## config.mk

```make
export PLATFORM = sky130hd
export DESIGN_NAME = dram_read_engine_flat
export DESIGN_NICKNAME = d
export VERILOG_FILES = /design/src/rtl/dram_read_engine_pkg.sv /design/src/rtl/dram_read_engine_if.sv /design/src/rtl/dram_read_engine_fifo.sv /design/src/rtl/dram_read_engine.sv /design/src/flat_wrapper.sv
export SDC_FILE = /design/constraint.sdc
export NUM_CORES = 2
export LEC_CHECK = 0
export BUFFER_PORTS_ARGS = -buffer_cell sky130_fd_sc_hd__buf_2
export CORE_ASPECT_RATIO = 1.1
export CORE_MARGIN = 3
export CORE_UTILIZATION = 40
export DETAILED_ROUTE_END_ITERATION = 12
export GPL_ROUTABILITY_DRIVEN = 0
export SLEW_MARGIN = 15
export SYNTH_ARGS = -nofsm -noshare
export SYNTH_HDL_FRONTEND = slang
export SYNTH_SLANG_ARGS = --single-unit
```

## constraint.sdc

```tcl
create_clock -name clk -period 24.7 [get_ports clk]
set_clock_uncertainty 0.2 [all_clocks]
set_input_delay 0 -clock clk [delete_from_list [all_inputs] [get_ports clk]]
set_output_delay 0 -clock clk [all_outputs]
set_load 0.01 [all_outputs]
```

## src/rtl/dram_read_engine_pkg.sv

```systemverilog
// Shared constants and FSM encoding for the DRAM read engine.
package dram_rd_pkg;

  localparam int MEM_DW         = 128;
  localparam int WORD_W         = 32;
  localparam int WORDS_PER_BEAT = 4;
  localparam int BEAT_BYTES     = 16;

  typedef enum logic [1:0] {
    ST_IDLE  = 2'd0,
    ST_ISSUE = 2'd1,
    ST_DRAIN = 2'd2,
    ST_DONE  = 2'd3
  } state_t;

  // Beats needed for a word count; the +3 is done in 33 bits so 0xFFFF_FFFF cannot wrap.
  function automatic logic [31:0] beats_for(input logic [31:0] num);
    return 32'(({1'b0, num} + 33'd3) >> 2);
  endfunction

  function automatic logic [2:0] last_words_for(input logic [1:0] num_lsb);
    return (num_lsb == 2'd0) ? 3'd4 : {1'b0, num_lsb};
  endfunction

endpackage

```

## src/rtl/dram_read_engine_if.sv

```systemverilog
// Request, word-output and memory user-port signals of the DRAM read engine.
interface dram_read_engine_if #(
  parameter int ADDR_WIDTH = 32,
  parameter int MEM_DW     = 128
);

  logic                  kick;
  logic                  busy;
  logic [31:0]           read_num;
  logic [31:0]           read_addr;
  logic [31:0]           buf_dout;
  logic                  buf_we;
  logic                  mem_cmd_en;
  logic                  mem_cmd_rdy;
  logic [ADDR_WIDTH-1:0] mem_cmd_addr;
  logic                  mem_rd_valid;
  logic [MEM_DW-1:0]     mem_rd_data;
  logic                  align_err;

  // master: the engine itself; slave: the requester plus memory controller around it
  modport master (
    input  kick, read_num, read_addr, mem_cmd_rdy, mem_rd_valid, mem_rd_data,
    output busy, buf_dout, buf_we, mem_cmd_en, mem_cmd_addr, align_err
  );

  modport slave (
    output kick, read_num, read_addr, mem_cmd_rdy, mem_rd_valid, mem_rd_data,
    input  busy, buf_dout, buf_we, mem_cmd_en, mem_cmd_addr, align_err
  );

endinterface

```

## src/rtl/dram_read_engine_fifo.sv

```systemverilog
// Single-clock show-ahead beat FIFO with occupancy count and async reset.
module sync_beat_fifo #(
  parameter int WIDTH = 128,
  parameter int DEPTH = 16
) (
  input  logic                     clk,
  input  logic                     rst,
  input  logic                     wr_en,
  input  logic [WIDTH-1:0]         wr_data,
  input  logic                     rd_en,
  output logic [WIDTH-1:0]         rd_data,
  output logic [$clog2(DEPTH):0]   count,
  output logic                     empty
);

  localparam int AW = $clog2(DEPTH);

  logic [WIDTH-1:0] mem [DEPTH];
  logic [AW-1:0]    wr_ptr;
  logic [AW-1:0]    rd_ptr;
  logic             full;
  logic             do_wr;
  logic             do_rd;

  assign empty   = (count == '0);
  assign full    = (count == (AW+1)'(DEPTH));
  assign do_wr   = wr_en && !full;
  assign do_rd   = rd_en && !empty;
  assign rd_data = mem[rd_ptr];

  always_ff @(posedge clk) begin
    if (do_wr) mem[wr_ptr] <= wr_data;
  end

  always_ff @(posedge clk or posedge rst) begin
    if (rst) begin
      wr_ptr <= '0;
      rd_ptr <= '0;
      count  <= '0;
    end else begin
      if (do_wr) wr_ptr <= wr_ptr + AW'(1);
      if (do_rd) rd_ptr <= rd_ptr + AW'(1);
      if (do_wr && !do_rd)      count <= count + (AW+1)'(1);
      else if (do_rd && !do_wr) count <= count - (AW+1)'(1);
    end
  end

  // Credit accounting upstream must make this impossible.
  a_no_overflow: assert property (@(posedge clk) disable iff (rst) !(wr_en && full));

endmodule

```

## src/rtl/dram_read_engine.sv

```systemverilog
// Credit-limited DRAM read engine: one command per 128-bit beat, returned beats
// are buffered and serialised into 32-bit words.
//
//  state    | meaning
//  ---------+------------------------------------------------------------
//  ST_IDLE  | waiting for a kick with non-zero read_num
//  ST_ISSUE | issuing read commands while credit allows
//  ST_DRAIN | all commands sent, waiting for the last word to be written
//  ST_DONE  | one cycle with busy low before returning to idle
module dram_read_engine
  import dram_rd_pkg::*;
#(
  parameter int ADDR_WIDTH = 32,
  parameter int FIFO_DEPTH = 16
) (
  input  logic               clk,
  input  logic               rst,
  dram_read_engine_if.master bus
);

  localparam int CNT_W = $clog2(FIFO_DEPTH) + 1;

  state_t                state;
  state_t                state_nxt;
  logic [ADDR_WIDTH-1:0] cmd_addr;
  logic [31:0]           cmd_left;
  logic [31:0]           beats_left;
  logic [2:0]            last_words;
  logic [CNT_W-1:0]      outstanding;
  logic [CNT_W-1:0]      fifo_count;
  logic                  fifo_empty;
  logic [MEM_DW-1:0]     fifo_dout;
  logic [MEM_DW-1:0]     hold_data;
  logic [1:0]            hold_idx;
  logic [1:0]            hold_left;
  logic                  buf_we;
  logic [WORD_W-1:0]     buf_dout;
  logic                  align_err;
  logic                  cmd_en;
  logic                  active;
  logic                  kick_ok;
  logic                  cmd_fire;
  logic                  push;
  logic                  pop;
  logic                  credit_ok;

  assign active    = (state == ST_ISSUE) || (state == ST_DRAIN);
  assign kick_ok   = (state == ST_IDLE) && bus.kick && (bus.read_num != 32'd0);
  assign cmd_fire  = cmd_en && bus.mem_cmd_rdy;
  // Beats arriving outside a transfer are stale and never reach the buffer.
  assign push      = bus.mem_rd_valid && active;
  assign credit_ok = ({1'b0, fifo_count} + {1'b0, outstanding}) < (CNT_W+1)'(FIFO_DEPTH);
  assign pop       = active && (hold_left == 2'd0) && !fifo_empty && (beats_left != 32'd0);

  always_ff @(posedge clk or posedge rst) begin
    if (rst) state <= ST_IDLE;
    else     state <= state_nxt;
  end

  always_comb begin
    state_nxt = state;
    cmd_en    = 1'b0;
    unique case (state)
      ST_IDLE: begin
        if (kick_ok) state_nxt = ST_ISSUE;
      end
      ST_ISSUE: begin
        cmd_en = (cmd_left != 32'd0) && credit_ok;
        if (cmd_en && bus.mem_cmd_rdy && (cmd_left == 32'd1)) state_nxt = ST_DRAIN;
      end
      ST_DRAIN: begin
        if ((beats_left == 32'd0) && (hold_left == 2'd0)) state_nxt = ST_DONE;
      end
      ST_DONE: begin
        state_nxt = ST_IDLE;
      end
      default: state_nxt = ST_IDLE;
    endcase
  end

  always_ff @(posedge clk or posedge rst) begin
    if (rst) begin
      cmd_addr   <= '0;
      cmd_left   <= '0;
      last_words <= 3'd0;
      align_err  <= 1'b0;
    end else if (kick_ok) begin
      cmd_addr   <= ADDR_WIDTH'({bus.read_addr[31:4], 4'h0});
      cmd_left   <= beats_for(bus.read_num);
      last_words <= last_words_for(bus.read_num[1:0]);
      align_err  <= (bus.read_addr[3:0] != 4'h0);
    end else if (cmd_fire) begin
      cmd_addr   <= cmd_addr + ADDR_WIDTH'(BEAT_BYTES);
      cmd_left   <= cmd_left - 32'd1;
    end
  end

  always_ff @(posedge clk or posedge rst) begin
    if (rst) begin
      outstanding <= '0;
    end else if (cmd_fire && !push) begin
      outstanding <= outstanding + CNT_W'(1);
    end else if (push && !cmd_fire) begin
      outstanding <= outstanding - CNT_W'(1);
    end
  end

  sync_beat_fifo #(
    .WIDTH (MEM_DW),
    .DEPTH (FIFO_DEPTH)
  ) u_fifo (
    .clk     (clk),
    .rst     (rst),
    .wr_en   (push),
    .wr_data (bus.mem_rd_data),
    .rd_en   (pop),
    .rd_data (fifo_dout),
    .count   (fifo_count),
    .empty   (fifo_empty)
  );

  // Word 0 goes straight from the FIFO head to the output register so a beat
  // costs exactly two cycles of latency; words 1..3 come from the hold register.
  always_ff @(posedge clk or posedge rst) begin
    if (rst) begin
      beats_left <= '0;
      hold_data  <= '0;
      hold_idx   <= 2'd0;
      hold_left  <= 2'd0;
      buf_we     <= 1'b0;
      buf_dout   <= '0;
    end else if (kick_ok) begin
      beats_left <= beats_for(bus.read_num);
      buf_we     <= 1'b0;
    end else if (hold_left != 2'd0) begin
      buf_we    <= 1'b1;
      buf_dout  <= hold_data[{hold_idx, 5'd0} +: WORD_W];
      hold_idx  <= hold_idx + 2'd1;
      hold_left <= hold_left - 2'd1;
    end else if (pop) begin
      buf_we     <= 1'b1;
      buf_dout   <= fifo_dout[WORD_W-1:0];
      hold_data  <= fifo_dout;
      hold_idx   <= 2'd1;
      hold_left  <= (beats_left == 32'd1) ? 2'(last_words - 3'd1) : 2'd3;
      beats_left <= beats_left - 32'd1;
    end else begin
      buf_we <= 1'b0;
    end
  end

  assign bus.busy         = active;
  assign bus.buf_we       = buf_we;
  assign bus.buf_dout     = buf_dout;
  assign bus.mem_cmd_en   = cmd_en;
  assign bus.mem_cmd_addr = cmd_addr;
  assign bus.align_err    = align_err;

endmodule

```

## src/flat_wrapper.sv

```systemverilog
// flat-port wrapper written by rule: the top's interface ports become plain ports
module dram_read_engine_flat import dram_rd_pkg::*;
#(
  parameter int ADDR_WIDTH = 32,
  parameter int FIFO_DEPTH = 16
)
  (clk, rst, bus_kick, bus_read_num, bus_read_addr, bus_mem_cmd_rdy, bus_mem_rd_valid, bus_mem_rd_data, bus_busy, bus_buf_dout, bus_buf_we, bus_mem_cmd_en, bus_mem_cmd_addr, bus_align_err);
  dram_read_engine_if #(.ADDR_WIDTH(ADDR_WIDTH), .MEM_DW(128)) bus_i ();
  input  logic clk;
  input  logic rst;
  input wire logic [$bits(bus_i.kick)-1:0] bus_kick;
  input wire logic [$bits(bus_i.read_num)-1:0] bus_read_num;
  input wire logic [$bits(bus_i.read_addr)-1:0] bus_read_addr;
  input wire logic [$bits(bus_i.mem_cmd_rdy)-1:0] bus_mem_cmd_rdy;
  input wire logic [$bits(bus_i.mem_rd_valid)-1:0] bus_mem_rd_valid;
  input wire logic [$bits(bus_i.mem_rd_data)-1:0] bus_mem_rd_data;
  output wire logic [$bits(bus_i.busy)-1:0] bus_busy;
  output wire logic [$bits(bus_i.buf_dout)-1:0] bus_buf_dout;
  output wire logic [$bits(bus_i.buf_we)-1:0] bus_buf_we;
  output wire logic [$bits(bus_i.mem_cmd_en)-1:0] bus_mem_cmd_en;
  output wire logic [$bits(bus_i.mem_cmd_addr)-1:0] bus_mem_cmd_addr;
  output wire logic [$bits(bus_i.align_err)-1:0] bus_align_err;
  assign bus_i.kick = bus_kick;
  assign bus_i.read_num = bus_read_num;
  assign bus_i.read_addr = bus_read_addr;
  assign bus_i.mem_cmd_rdy = bus_mem_cmd_rdy;
  assign bus_i.mem_rd_valid = bus_mem_rd_valid;
  assign bus_i.mem_rd_data = bus_mem_rd_data;
  assign bus_busy = bus_i.busy;
  assign bus_buf_dout = bus_i.buf_dout;
  assign bus_buf_we = bus_i.buf_we;
  assign bus_mem_cmd_en = bus_i.mem_cmd_en;
  assign bus_mem_cmd_addr = bus_i.mem_cmd_addr;
  assign bus_align_err = bus_i.align_err;
  dram_read_engine #(.ADDR_WIDTH(ADDR_WIDTH), .FIFO_DEPTH(FIFO_DEPTH)) u_core (.clk(clk), .rst(rst), .bus(bus_i));
endmodule
```

==> reports/qor.yml <==
outcome: "complete, no violations"
htree_levels: 4
mostFrequentLayoutCell: "edfxtp_1"
rsz0062_at_grt: "no"
avgSynthCellArea_um2: 20.6
synth-simple-area-share_pct: 3.79
cts_tree: "done"
worstSkewPairLatency_ns: 0.86
ys_seq_elements: 2328
multi_input_area_um2: 21600
r2r-start: "u_core.u_fifo.rd_ptr[0]$_DFFE_PP0P_"
p_leak_nw: 36.5
antenna_found_initial: 32
synthCells: 4423
drive_gt1_share_pct: 25.4
synth_edf_count: 2048
synthDistinctLibCells: 72
p_per_area_nw_per_um2: 110
fillers: 18500
final_max_slew_viol_count: 0
fmax_mhz: 174
power.switching_mw: 3.69
numCtsBuffers: 229
final_nets: 5470
ctsResizeCount: 0
initial_core_util_pct: 40.2
mostFrequentLayoutCells: "2,048 x edfxtp_1, 632 x mux4_2, 481 x dlygate4sd3_1"
cap_violations: 0
rows: 183
synth.area.top_cells: "edfxtp_1 68%, mux4_2 16%, dfrtp_1 7.7%, nand2_1 1.6%, xnor2_1 0.68%"
cellInternalPower_mw: 8.30
yosys.area.top_type_share_pct: 67.5
setup_tns_ns: 0
crit_chain: "buf_4 > buf_4 > buf_4 > buf_4 > mux4_2 > a22oi_1 > a21oi_1 > buf_4 > a211o_1"
crit_start: "u_core.u_fifo.rd_ptr[0]$_DFFE_PP0P_"
switching_share_pct: 30.7
ys.flop_type: "edfxtp_1"
ios: 265
core_um2: 226000
cpPeakStageDelay_ns: 0.90
synth_top_family_by_area: "multiplexers"
seq_area_frac_synth_pct: 75.2
clockBufferDepth: 3
drtIter0Drc: 5135
hold_buffers: 481
regArea_um2: 68500
die_area_um2: 233000
crit_top_cell: "buf_4"
worstHoldStart: "bus_mem_rd_valid"
clockPowerShare_pct: 29.1
cts_setup_buffers: 0
syn_area_um2: 91000
worstSetupStartpointType: "flop"
combinationalPowerShare_pct: 27.8
route.detailed.drc: 0
num_vias: 48000
drt-total-wl_mm: 246
yosys.area.top_type: "edfxtp_1"
hold_viol_final: 0
grt_use_total_pct: 21.0
critical_path_arrival_ns: 6.30
die_h_um: 506
critPathRequiredTime_ns: 25.24
pwr-share-seq_pct: 43.1
place_area_um2: 96100
synth-compound-area-share_pct: 2.36
period_needed_ns: 5.76
setup_violations: 0
overflow: 0
muxShareOfSynthArea_pct: 15.9
clock-sinks: 2328
cpMaxStageDelayCell: "dfrtp_4"
cts.clk_slew.worst_paths_ns: 0.06
dp_hpwl_mm: 130
yosys.area_share.xor_xnor_pct: 1.16
ir_drop_mv: 0.110
tightestPinTransition_ns: 1.09
grt_pass1_vias: 49400
cp-end-kind: "flop"
routedWlPerCell_um: 29.2
relSlewSlack_pct: 27.1
cp_max_fo: 41
yosys_warnings: 0
via_per_inst: 5.70
hold_path.class: "in -> reg"
fin_area_um2: 109000
root_buffer: "clkbuf_16"
finalCritPeriodShare_pct: 23.3
grt_max_degree: 132
io_buffers: 260
dieWidth_um: 461
synth_fa_ha_area_share_pct: 0.401
grt_pass1_wl_mm: 356
areaGrowthSynthToFinish_pct: 19.2
final_antenna_net_count: 0
async_flop_share_pct: 12.0
critical_path_class: "reg -> reg"
drt-pass1-iter-count: 6
[cell usage after synthesis, types with 48 or more instances]
cell type	n
edfxtp_1	2048
mux4_2	632
nand2_1	376
dfrtp_1	280
clkbuf_1	125
a21oi_1	89
nor2_1	73
xnor2_1	71
buf_2	68
a22oi_1	63
nand3_1	57
xor2_1	50
o21ai_0	48
[cell families after synthesis]
kind of cell,count (synthesis)
buf+inv,256
mux,652
other cells,1
simple gates,718
compound gates,319
xor+xnor,121
fa+ha+maj,28
flops,2328
[path summary, 6_finish.rpt]
path	endpoint	slack, ns	cells past startpoint
max	u_core.bus.buf_dout[14]$_DFFE_PP0P_	18.94	9
min	u_core.u_fifo.wr_ptr[0]$_DFFE_PP0P_	0.11	5
max reg2reg	u_core.bus.buf_dout[14]$_DFFE_PP0P_	18.94	9
min reg2reg	u_core.hold_data[110]$_DFFE_PP0P_	0.27	2
max in group asynchronous	u_core.hold_data[21]$_DFFE_PP0P_	21.25	7
min in group asynchronous	u_core.beats_left[22]$_DFFE_PP0P_	0.18	4
[cell type report]
type / instances / area share, %
tap: 2960 / 3.41
clock buffer: 325 / 5.92
sequential: 2328 / 63.1
inverter: 21 / 0.0795
timing repair buffer: 823 / 6.39
clock inverter: 113 / 1.10
antenna: 17 / 0.0392
multi-input combinational: 1842 / 19.9
[metal layers]
| metal | vias up | share of wire (%) | GRT usage, % |
|---|---|---|---|
| li1 | 19900 | - | - |
| met1 | 25900 | 41 | 28.8 |
| met2 | 1818 | 50 | 34.4 |
| met3 | 398 | 5.9 | 3.20 |
| met4 | 26 | 3.4 | 7.05 |
| met5 | - | 0.067 | 0 |
[sequential cells by signal, indices dropped and copies added, names as in the netlist]
register / count
u_core.beats_left: 32
u_core.bus.align_err: 1
u_core.bus.buf_dout: 32
u_core.bus.buf_we: 1
u_core.bus.mem_cmd_addr: 28
u_core.cmd_left: 32
u_core.hold_data: 128
u_core.hold_idx: 2
u_core.hold_left: 2
u_core.last_words: 2
u_core.outstanding: 5
u_core.state: 2
u_core.u_fifo.count: 5
u_core.u_fifo.mem: 2048
u_core.u_fifo.rd_ptr: 4
u_core.u_fifo.wr_ptr: 4
[power by group through the flow]
stage	combinational, mW	clock, mW	sequential [mW]
detailed placement	3.33	0	5.26
global placement	3.31	0	5.24
finish	3.33	3.49	5.17
floorplan	2.32	0	5.08
CTS	3.40	3.55	5.18
global route	3.57	3.71	5.20
[metrics by stage]
step | hold WS, ns | setup slack [ns] | std cells | util, % | power [mW]
floorplan | -0.101 | 13.62 | 4426 | - | 7.40
global placement | -0.0470 | 18.75 | 7493 | 42.5 | 8.56
detailed placement | -0.0500 | 18.72 | 7493 | 42.5 | 8.59
CTS | 0.000150 | 18.70 | 8412 | 48.0 | 12.1
global route | 0.0974 | 18.36 | 8420 | 48.0 | 12.5
finish | 0.105 | 18.94 | 8429 | 48.0 | 12.0
[critical path, delay by kind of cell, from the launching register on]
kind	cells	cell delay, ns
multiplexers	1	0.59
AO/OA/AOI/OAI	3	0.64
flip-flops	1	0.90
buffers and inverters	5	3.19
(Power assumes the default switching activity.)
